--- config.mk ---
export PLATFORM = sky130hd
export DESIGN_NAME = dff_bank_arb
export DESIGN_NICKNAME = d
export VERILOG_FILES = /design/src/rtl/dff_bank_arb.sv
export SDC_FILE = /design/constraint.sdc
export NUM_CORES = 1
export LEC_CHECK = 0
export ABC_CLOCK_PERIOD_IN_PS = 3700
export BUFFER_PORTS_ARGS = -buffer_cell sky130_fd_sc_hd__buf_4
export CELL_PAD_IN_SITES_DETAIL_PLACEMENT = 0
export CELL_PAD_IN_SITES_GLOBAL_PLACEMENT = 1
export CORE_ASPECT_RATIO = 1.4
export CORE_UTILIZATION = 35
export CTS_CLUSTER_SIZE = 8
export DETAILED_ROUTE_END_ITERATION = 7
export PLACE_DENSITY_LB_ADDON = 0.15
export SETUP_SLACK_MARGIN = 0.02
export SLEW_MARGIN = 10
export SYNTH_ARGS = -nofsm -noshare
export SYNTH_HDL_FRONTEND = slang
export SYNTH_SLANG_ARGS = --single-unit
export TNS_END_PERCENT = 5
--- constraint.sdc ---
create_clock -name clk -period 3.7 [get_ports clk]
set_input_delay 0.74 -clock clk [delete_from_list [all_inputs] [get_ports clk]]
set_output_delay 0.74 -clock clk [all_outputs]
set_load 0.005 [all_outputs]
--- src/rtl/dff_bank_arb.sv ---
`default_nettype none
// ============================================================================
// Module      : dff_bank_arb
// Description : Shared WIDTH-bit register written by four requesters through
//               a round-robin arbiter. Each write takes a GRANT cycle followed
//               by a RECOVER cycle, so sustained throughput is one write per
//               two clocks. Tracks the last writer and a wrapping write count.
// Revision    : 1.0 - initial release
// ============================================================================
module dff_bank_arb #(
    parameter int WIDTH = 8,
    parameter int NREQ  = 4
) (
    input  logic                      clk,
    input  logic                      rst,
    input  logic [NREQ-1:0]           req,
    input  logic [NREQ*WIDTH-1:0]     d,
    output logic [NREQ-1:0]           gnt,
    output logic [WIDTH-1:0]          q,
    output logic [$clog2(NREQ)-1:0]   last_id,
    output logic [7:0]                wr_cnt,
    output logic                      busy
);

    // Requester index width; the pointer arithmetic relies on NREQ being a
    // power of two so that index overflow is the modulo-NREQ wrap.
    localparam int                c_ID_W   = $clog2(NREQ);
    localparam logic [c_ID_W-1:0] c_ID_ONE = c_ID_W'(1);

    typedef enum logic [1:0] {
        IDLE    = 2'd0,
        GRANT   = 2'd1,
        RECOVER = 2'd2
    } state_t;

    state_t              state_q;
    logic [c_ID_W-1:0]   ptr_q;      // highest-priority requester for next arbitration
    logic [c_ID_W-1:0]   gidx_q;     // index of the requester currently granted
    logic [NREQ-1:0]     gnt_q;
    logic [WIDTH-1:0]    q_q;
    logic [c_ID_W-1:0]   last_id_q;
    logic [7:0]          wr_cnt_q;

    logic [WIDTH-1:0]    w_d_arr [NREQ];
    logic [c_ID_W-1:0]   w_cand;
    logic [c_ID_W-1:0]   w_win_idx;
    logic                w_win_vld;
    logic [NREQ-1:0]     w_win_oh;
    logic [WIDTH-1:0]    w_d_sel;

    // Split the packed data bus into one slice per requester.
    for (genvar gi = 0; gi < NREQ; gi++) begin : g_unpack
        assign w_d_arr[gi] = d[gi*WIDTH +: WIDTH];
    end

    // Round-robin pick: first set request bit scanning upward from ptr_q,
    // wrapping past the top index back to 0.
    always_comb begin
        w_cand    = '0;
        w_win_idx = '0;
        w_win_vld = 1'b0;
        w_win_oh  = '0;
        for (int k = 0; k < NREQ; k++) begin
            w_cand = ptr_q + k[c_ID_W-1:0];
            if (!w_win_vld && req[w_cand]) begin
                w_win_vld = 1'b1;
                w_win_idx = w_cand;
            end
        end
        if (w_win_vld) begin
            w_win_oh[w_win_idx] = 1'b1;
        end
    end

    // Data of the granted requester, captured on the GRANT exit edge.
    assign w_d_sel = w_d_arr[gidx_q];

    // Arbitration FSM with all outputs registered; reset cancels any write
    // in flight because it overrides the GRANT branch.
    always_ff @(posedge clk) begin
        if (rst) begin
            state_q   <= IDLE;
            ptr_q     <= '0;
            gidx_q    <= '0;
            gnt_q     <= '0;
            q_q       <= '0;
            last_id_q <= '0;
            wr_cnt_q  <= '0;
        end else begin
            case (state_q)
                IDLE, RECOVER: begin
                    if (w_win_vld) begin
                        state_q <= GRANT;
                        gnt_q   <= w_win_oh;
                        gidx_q  <= w_win_idx;
                    end else begin
                        state_q <= IDLE;
                        gnt_q   <= '0;
                    end
                end
                GRANT: begin
                    // Commit the write; requests are ignored in this cycle.
                    q_q       <= w_d_sel;
                    last_id_q <= gidx_q;
                    wr_cnt_q  <= wr_cnt_q + 8'd1;
                    ptr_q     <= gidx_q + c_ID_ONE;
                    gnt_q     <= '0;
                    state_q   <= RECOVER;
                end
                default: begin
                    state_q <= IDLE;
                    gnt_q   <= '0;
                end
            endcase
        end
    end

    assign gnt     = gnt_q;
    assign q       = q_q;
    assign last_id = last_id_q;
    assign wr_cnt  = wr_cnt_q;
    assign busy    = (state_q != IDLE);

endmodule
`default_nettype wire

==> results.json, run 1 <==
{
  "status": "finished, final reports clean",
  "tritoncts": "built",
  "synth-simple-area-share_pct": 24.36,
  "cts_buffer_depth": 2,
  "ys.warnings.count": 0,
  "grt_usage_pct": 19.25,
  "grt_max_degree": 17,
  "rsz0062_at_grt": "no",
  "grt_pass1_vias": 1225,
  "portBuffers": 60,
  "final_cells": 241,
  "hold_viol": 0,
  "final_layout_size_suffix_gt1_share_pct": 36.82,
  "synthAdderAreaFrac_pct": 0.9785,
  "async_reset_ff_share_pct": 0,
  "synth_edf_count": 0,
  "crit_path_start_kind": "register",
  "max_freq_ghz": 0.5604,
  "overflow": 0,
  "cap_viol_max_count": 0,
  "cts-resized-gates": 0,
  "end_kind": "output pin",
  "fill_cells": 337,
  "die_y_um": 73.52,
  "slew_viol_final": 0,
  "final_core_util_pct": 53.20,
  "synth_xor_area_share_pct": 4.795,
  "postCtsSetupBuffers": 0,
  "whs_ns": 0.4658,
  "final_nets": 241,
  "io-pin-count": 61,
  "maxSlewHeadroom_pct": 60.27,
  "dpl.cell_count": 237,
  "yosysMostFrequentCell": "dfxtp_1",
  "drt-total-wl_um": 3345,
  "grt_pass1_wl_um": 5444,
  "clock_latency_ns": 0.27,
  "yosys_most_used_dff": "dfxtp_1",
  "critical_path_arrival_ns": 1.04,
  "die_area_sq_um": 3903,
  "ir_drop_mv": 0.1739,
  "critPathLaunch": "state_q[0]$_SDFF_PP0_",
  "hpwlAfterDp_um": 2524,
  "synth_compound_area_share_pct": 16.34,
  "hp-class": "reg2reg",
  "post-route-period-util_pct": 48.22,
  "antenna_cells": 0,
  "cp_max_fo": 5,
  "ant_nets": 0,
  "die_w_um": 53.09,
  "syn_inst": 142,
  "viasPerCell": 5.274,
  "syn_to_final_growth_pct": 43.15,
  "ys_types": 34,
  "synth_top_family_by_area": "simple AND/OR/NAND/NOR gates",
  "h-tree-depth": 1,
  "antenna_found_initial": 0,
  "finalSetupViolCount": 0,
  "worst_pin_slew_ns": 0.5951,
  "rows": 25,
  "core-area_sq_um": 3441,
  "hold_buffers": 0,
  "synth_top_area_share_pct": 43.84,
  "synth_area_leader_cell": "dfxtp_1",
  "syn_area_sq_um": 1279,
  "worst-setup-path-type": "reg2out",
  "cts_made_buffers": 3,
  "cts.sinks": 28,
  "total_power_w": 0.0007134,
  "fin_worst_skew_ns": 0.002460,
  "firstDrtPassIters": 4,
  "final.setup.tns_ns": 0,
  "wl_per_cell_um": 13.88,
  "clk_pin_slew_ns": 0.09,
  "hp-start": "q[0]$_SDFFE_PP0P_",
  "p_leak_nw": 0.7735,
  "critPathRequiredTime_ns": 2.96,
  "synthMuxAreaShare_pct": 6.654,
  "reg2reg_from": "state_q[0]$_SDFF_PP0_",
  "first_iter_violations": 22,
  "syn_area_per_cell_sq_um": 9.005,
  "cts_root_buffer": "clkbuf_8",
  "ys_top_cells_by_area": "dfxtp_1 (44%), a21oi_1 (5.5%), nor2_1 (4.1%)",
  "yosys_register_bits": 28,
  "fin_crit_ns": 1.784,
  "gp_congestion": 0.7672,
  "start_util_pct": 37.16,
  "vias": 1271,
  "yosys-top-cells-count": "dfxtp_1 (28), a21oi_1 (14), nor2_1 (14)",
  "syn_nets": 181,
  "drc_errors": 0,
  "p_per_area_nw_per_um2": 389.7,
  "seq_area_frac_synth_pct": 43.84
}
-- worst paths after layout --
kind         slack, ns                end  cells after the start
max reg2reg       1.94  q[6]$_SDFFE_PP0P_                      4
min reg2reg       0.47  q[0]$_SDFFE_PP0P_                      2
min               0.47  q[0]$_SDFFE_PP0P_                      2
max               1.92               busy                      2
-- through the flow --
| step | cell area (sq um) | setup WS [ns] |
|---|---|---|
| 2_1_floorplan | 1279 | 2.077 |
| 5_1_grt | 1831 | 1.781 |
| 3_3_place_gp | 1759 | 1.849 |
| 3_5_place_dp | 1759 | 1.817 |
| 4_1_cts | 1831 | 1.912 |
| 6_report | 1831 | 1.916 |
-- final cells by class --
cell class / count / area (sq um) / area share [%]
repair buffers: 61 / 457.9 / 25.02
multi-input cells: 105 / 679.4 / 37.12
inverters: 3 / 11.26 / 0.6152
well taps: 40 / 50.05 / 2.734
clock buffers: 3 / 41.29 / 2.256
flip-flops and latches: 28 / 560.5 / 30.62
clock inverters: 1 / 30.03 / 1.640
-- state kept, by name, summed over array words and instances, names as in the netlist --
register / flops
q: 8
wr_cnt: 8
gnt: 4
gidx_q: 2
last_id: 2
ptr_q: 2
state_q: 2
-- cell families (layout without fill, tap and decap cells) --
logic type      after synthesis  in the layout
flops                        28             28
simple gates                 59             59
buf+inv                       9             68
xor+xnor                      7              7
compound gates               32             32
fa+ha+maj                     1              1
mux                           6              6
-- critical path: stages, from the launching register on --
cell	delay, ns
dfxtp_1	0.35
or2_2	0.29
buf_4	0.14
-- routing by layer --
layer  global-route usage [%]  wire length, um  vias to the layer above
met5                        0                0                        -
met4                    10.53               85                        0
met3                    2.484              133                       10
met2                    34.18             1793                       39
met1                    21.49             1332                      591
li1                         -                -                      631
-- layout by cell type (no fill, tap or decap) --
cell | Yosys | layout
nor2b_1 | 5 | 5
nor3b_1 | 1 | 1
or2_1 | 1 | 1
bufinv_16 | 0 | 1
nand3_1 | 3 | 3
nor2_1 | 14 | 14
or3_1 | 1 | 1
mux4_2 | 2 | 2
nand3b_1 | 1 | 1
nand4_1 | 3 | 3
and3_1 | 1 | 1
clkbuf_8 | 0 | 3
nor4_1 | 1 | 1
a31o_1 | 1 | 1
a2111oi_0 | 3 | 3
xor2_1 | 3 | 3
ha_1 | 1 | 1
xnor2_1 | 4 | 4
buf_4 | 0 | 61
o21a_1 | 1 | 1
o221a_2 | 3 | 3
inv_1 | 3 | 3
or3_4 | 1 | 1
mux2i_1 | 4 | 4
o221ai_1 | 3 | 3
nand2_1 | 13 | 13
o22ai_1 | 1 | 1
o21ai_0 | 6 | 6
or2_2 | 2 | 2
a21oi_1 | 14 | 14
nor4_4 | 1 | 1
nand2b_1 | 3 | 3
nor3_1 | 7 | 7
and2_1 | 1 | 1
dfxtp_1 | 28 | 28
-- power by group --
group | switching [W] | internal (W) | leakage (nW)
clock network | 0.0000955 | 0.000145 | 0.0357
registers | 0.0000219 | 0.000321 | 0.229
logic | 0.0000529 | 0.0000774 | 0.509
Power figures use the tool's default switching activity.
==> run 2: changes to the inputs <==
--- a/config.mk
+++ b/config.mk
@@ -5,12 +5,12 @@
 export SDC_FILE = /design/constraint.sdc
 export NUM_CORES = 1
 export LEC_CHECK = 0
-export ABC_CLOCK_PERIOD_IN_PS = 3700
+export ABC_CLOCK_PERIOD_IN_PS = 1600
 export BUFFER_PORTS_ARGS = -buffer_cell sky130_fd_sc_hd__buf_4
 export CELL_PAD_IN_SITES_DETAIL_PLACEMENT = 0
 export CELL_PAD_IN_SITES_GLOBAL_PLACEMENT = 1
 export CORE_ASPECT_RATIO = 1.4
-export CORE_UTILIZATION = 35
+export CORE_UTILIZATION = 29
 export CTS_CLUSTER_SIZE = 8
 export DETAILED_ROUTE_END_ITERATION = 7
 export PLACE_DENSITY_LB_ADDON = 0.15
==> constraint.sdc (replaced) <==
create_clock -name clk -period 1.6 [get_ports clk]
set_input_delay 0.32 -clock clk [delete_from_list [all_inputs] [get_ports clk]]
set_output_delay 0.32 -clock clk [all_outputs]
set_load 0.005 [all_outputs]
==> run 2 against run 1 <==
  * Global-route usage is 4.3 points lower
  * Clock skew is 0.00073 ns higher
  * Final area is 3.6% higher
  * Highest routed layer unchanged
  * Count of clock-buffer cells in the layout stayed put
  * Setup slack worse by 1.8 ns
  * Non-clock buffer count is 5 higher
  * Final cell count is 10% higher
  * Via count is 1.0% lower
  * Critical endpoint is now q[6]$_SDFFE_PP0P_
  * Die area is 20% higher
  * Flip-flop and latch count stayed put
  * Combinational power is 140% higher
  * Largest cell class unchanged
==> results.json, run 2 (synthesis results as in run 1) <==
{
  "die_w_um": 58.12,
  "critPathRequiredTime_ns": 1.77,
  "layout_commonest_cell": "buf_4",
  "dp_slack_ns": 0.09671,
  "postCtsSetupBuffers": 0,
  "io-pin-count": 61,
  "end_kind": "register",
  "grt_pass1_wl_um": 5347,
  "hold_viol": 0,
  "drt-total-wl_um": 3318,
  "firstDrtPassIters": 4,
  "worst-setup-path-type": "reg2reg",
  "first_iter_violations": 33,
  "worst_pin_slew_ns": 0.5150,
  "cp_top_family": "flip-flops",
  "maxSlewHeadroom_pct": 65.62,
  "crit_path_start_kind": "register",
  "grt_max_degree": 17,
  "die_y_um": 80.57,
  "worst-path-buf-inv": 0,
  "max_freq_ghz": 0.6961,
  "cap_viol_max_count": 0,
  "cts-resized-gates": 0,
  "syn_to_final_growth_pct": 48.34,
  "cp_max_fo": 13,
  "tritoncts": "built",
  "cts.sinks": 28,
  "final_cell_mix": "buf_4 (66), dfxtp_1 (27), a21oi_1 (14), nor2_1 (14), nand2_1 (13)",
  "antenna_found_initial": 0,
  "path_cells": "nand3_1, o221a_2",
  "cp_slowest_cell": "dfxtp_1",
  "hold_buffers": 0,
  "critical_path_arrival_ns": 1.61,
  "grt.busiest_layer": "met2",
  "critPathMaxStageDelay_ns": 0.65,
  "ir_drop_mv": 0.4247,
  "final_nets": 246,
  "overflow": 0,
  "use_met2_pct": 28.39,
  "finalSetupViolCount": 0,
  "fin_crit_ns": 1.437,
  "final_layout_size_suffix_gt1_share_pct": 39.32,
  "rows": 28,
  "gp_congestion": 0.7679,
  "rsz0062_at_grt": "no",
  "viasPerCell": 4.729,
  "core-area_sq_um": 4239,
  "cts_buffer_depth": 2,
  "cts_made_buffers": 3,
  "use_met3_pct": 1.932,
  "grt.met1_usage_pct": 16.39,
  "grt_usage_pct": 14.96,
  "hp-class": "in2reg",
  "hpwlAfterDp_um": 2686,
  "p_per_area_nw_per_um2": 872.9,
  "cts_root_buffer": "clkbuf_8",
  "status": "finished, final reports clean",
  "clock_latency_ns": 0.27,
  "die_area_sq_um": 4683,
  "p_leak_nw": 0.7987,
  "vias": 1258,
  "grt_pass1_vias": 1230,
  "wl_per_cell_um": 12.47,
  "post-route-period-util_pct": 89.79,
  "start_util_pct": 30.17,
  "clk_pin_slew_ns": 0.09,
  "fin_ws_ns": 0.1634,
  "final.setup.tns_ns": 0,
  "portBuffers": 60,
  "antenna_cells": 0,
  "drc_errors": 0,
  "slew_viol_final": 0,
  "fin_worst_skew_ns": 0.003190,
  "ant_nets": 0,
  "h-tree-depth": 1
}
[run 2: final cells by class]
cell class                      instances  area (sq um)
Inverter                                3         11.26
Sequential cell                        28         561.8
Tap cell                               60         75.07
Timing Repair Buffer                   66         495.5
Clock buffer                            3         41.29
Multi-Input combinational cell        105         681.9
Clock inverter                          1         30.03
Fill cell                             432          2342
[run 2: per-layer routing]
metal	share of wire, %	wire length (um)
met5	0	0
met4	0.63	21
met3	2.1	71
met2	58	1914
met1	39	1310
[run 2: path summary, 6_finish.rpt]
kind                                              from                 to  slack, ns  depth (start not counted)
worst max-delay path            gidx_q[1]$_SDFFE_PP0P_  q[6]$_SDFFE_PP0P_       0.16                          2
worst min-delay path                             d[15]  q[7]$_SDFFE_PP0P_       0.31                          2
worst max register to register  gidx_q[1]$_SDFFE_PP0P_  q[6]$_SDFFE_PP0P_       0.16                          2
worst min register to register       q[1]$_SDFFE_PP0P_  q[1]$_SDFFE_PP0P_       0.46                          2
[run 2: worst reg2reg max path: cells and delay by family (launching register included)]
kind             cells  cell delay [ns]
AO/OA/AOI/OAI        1             0.35
flip-flops           1             0.65
AND/OR/NAND/NOR      1             0.33
[run 2: report_power, final]
part           leakage [nW]  total (W)  internal, W  switching [W]
combinational         0.534   0.000314     0.000190       0.000124
clock                0.0357   0.000549     0.000335       0.000215
sequential            0.229   0.000792     0.000743      0.0000495
[run 2: through the flow]
stage          util (%)  std cells  hold slack, ns   power, W  area [sq um]
2_1_floorplan         -        142          0.3891  0.0009491          1279
3_3_place_gp      42.98        262          0.4477   0.001118          1822
3_5_place_dp      42.98        262          0.4532   0.001127          1822
4_1_cts           44.66        266          0.2994   0.001682          1893
5_1_grt           44.75        266          0.3097   0.001743          1897
6_report          44.75        266          0.3083   0.001656          1897
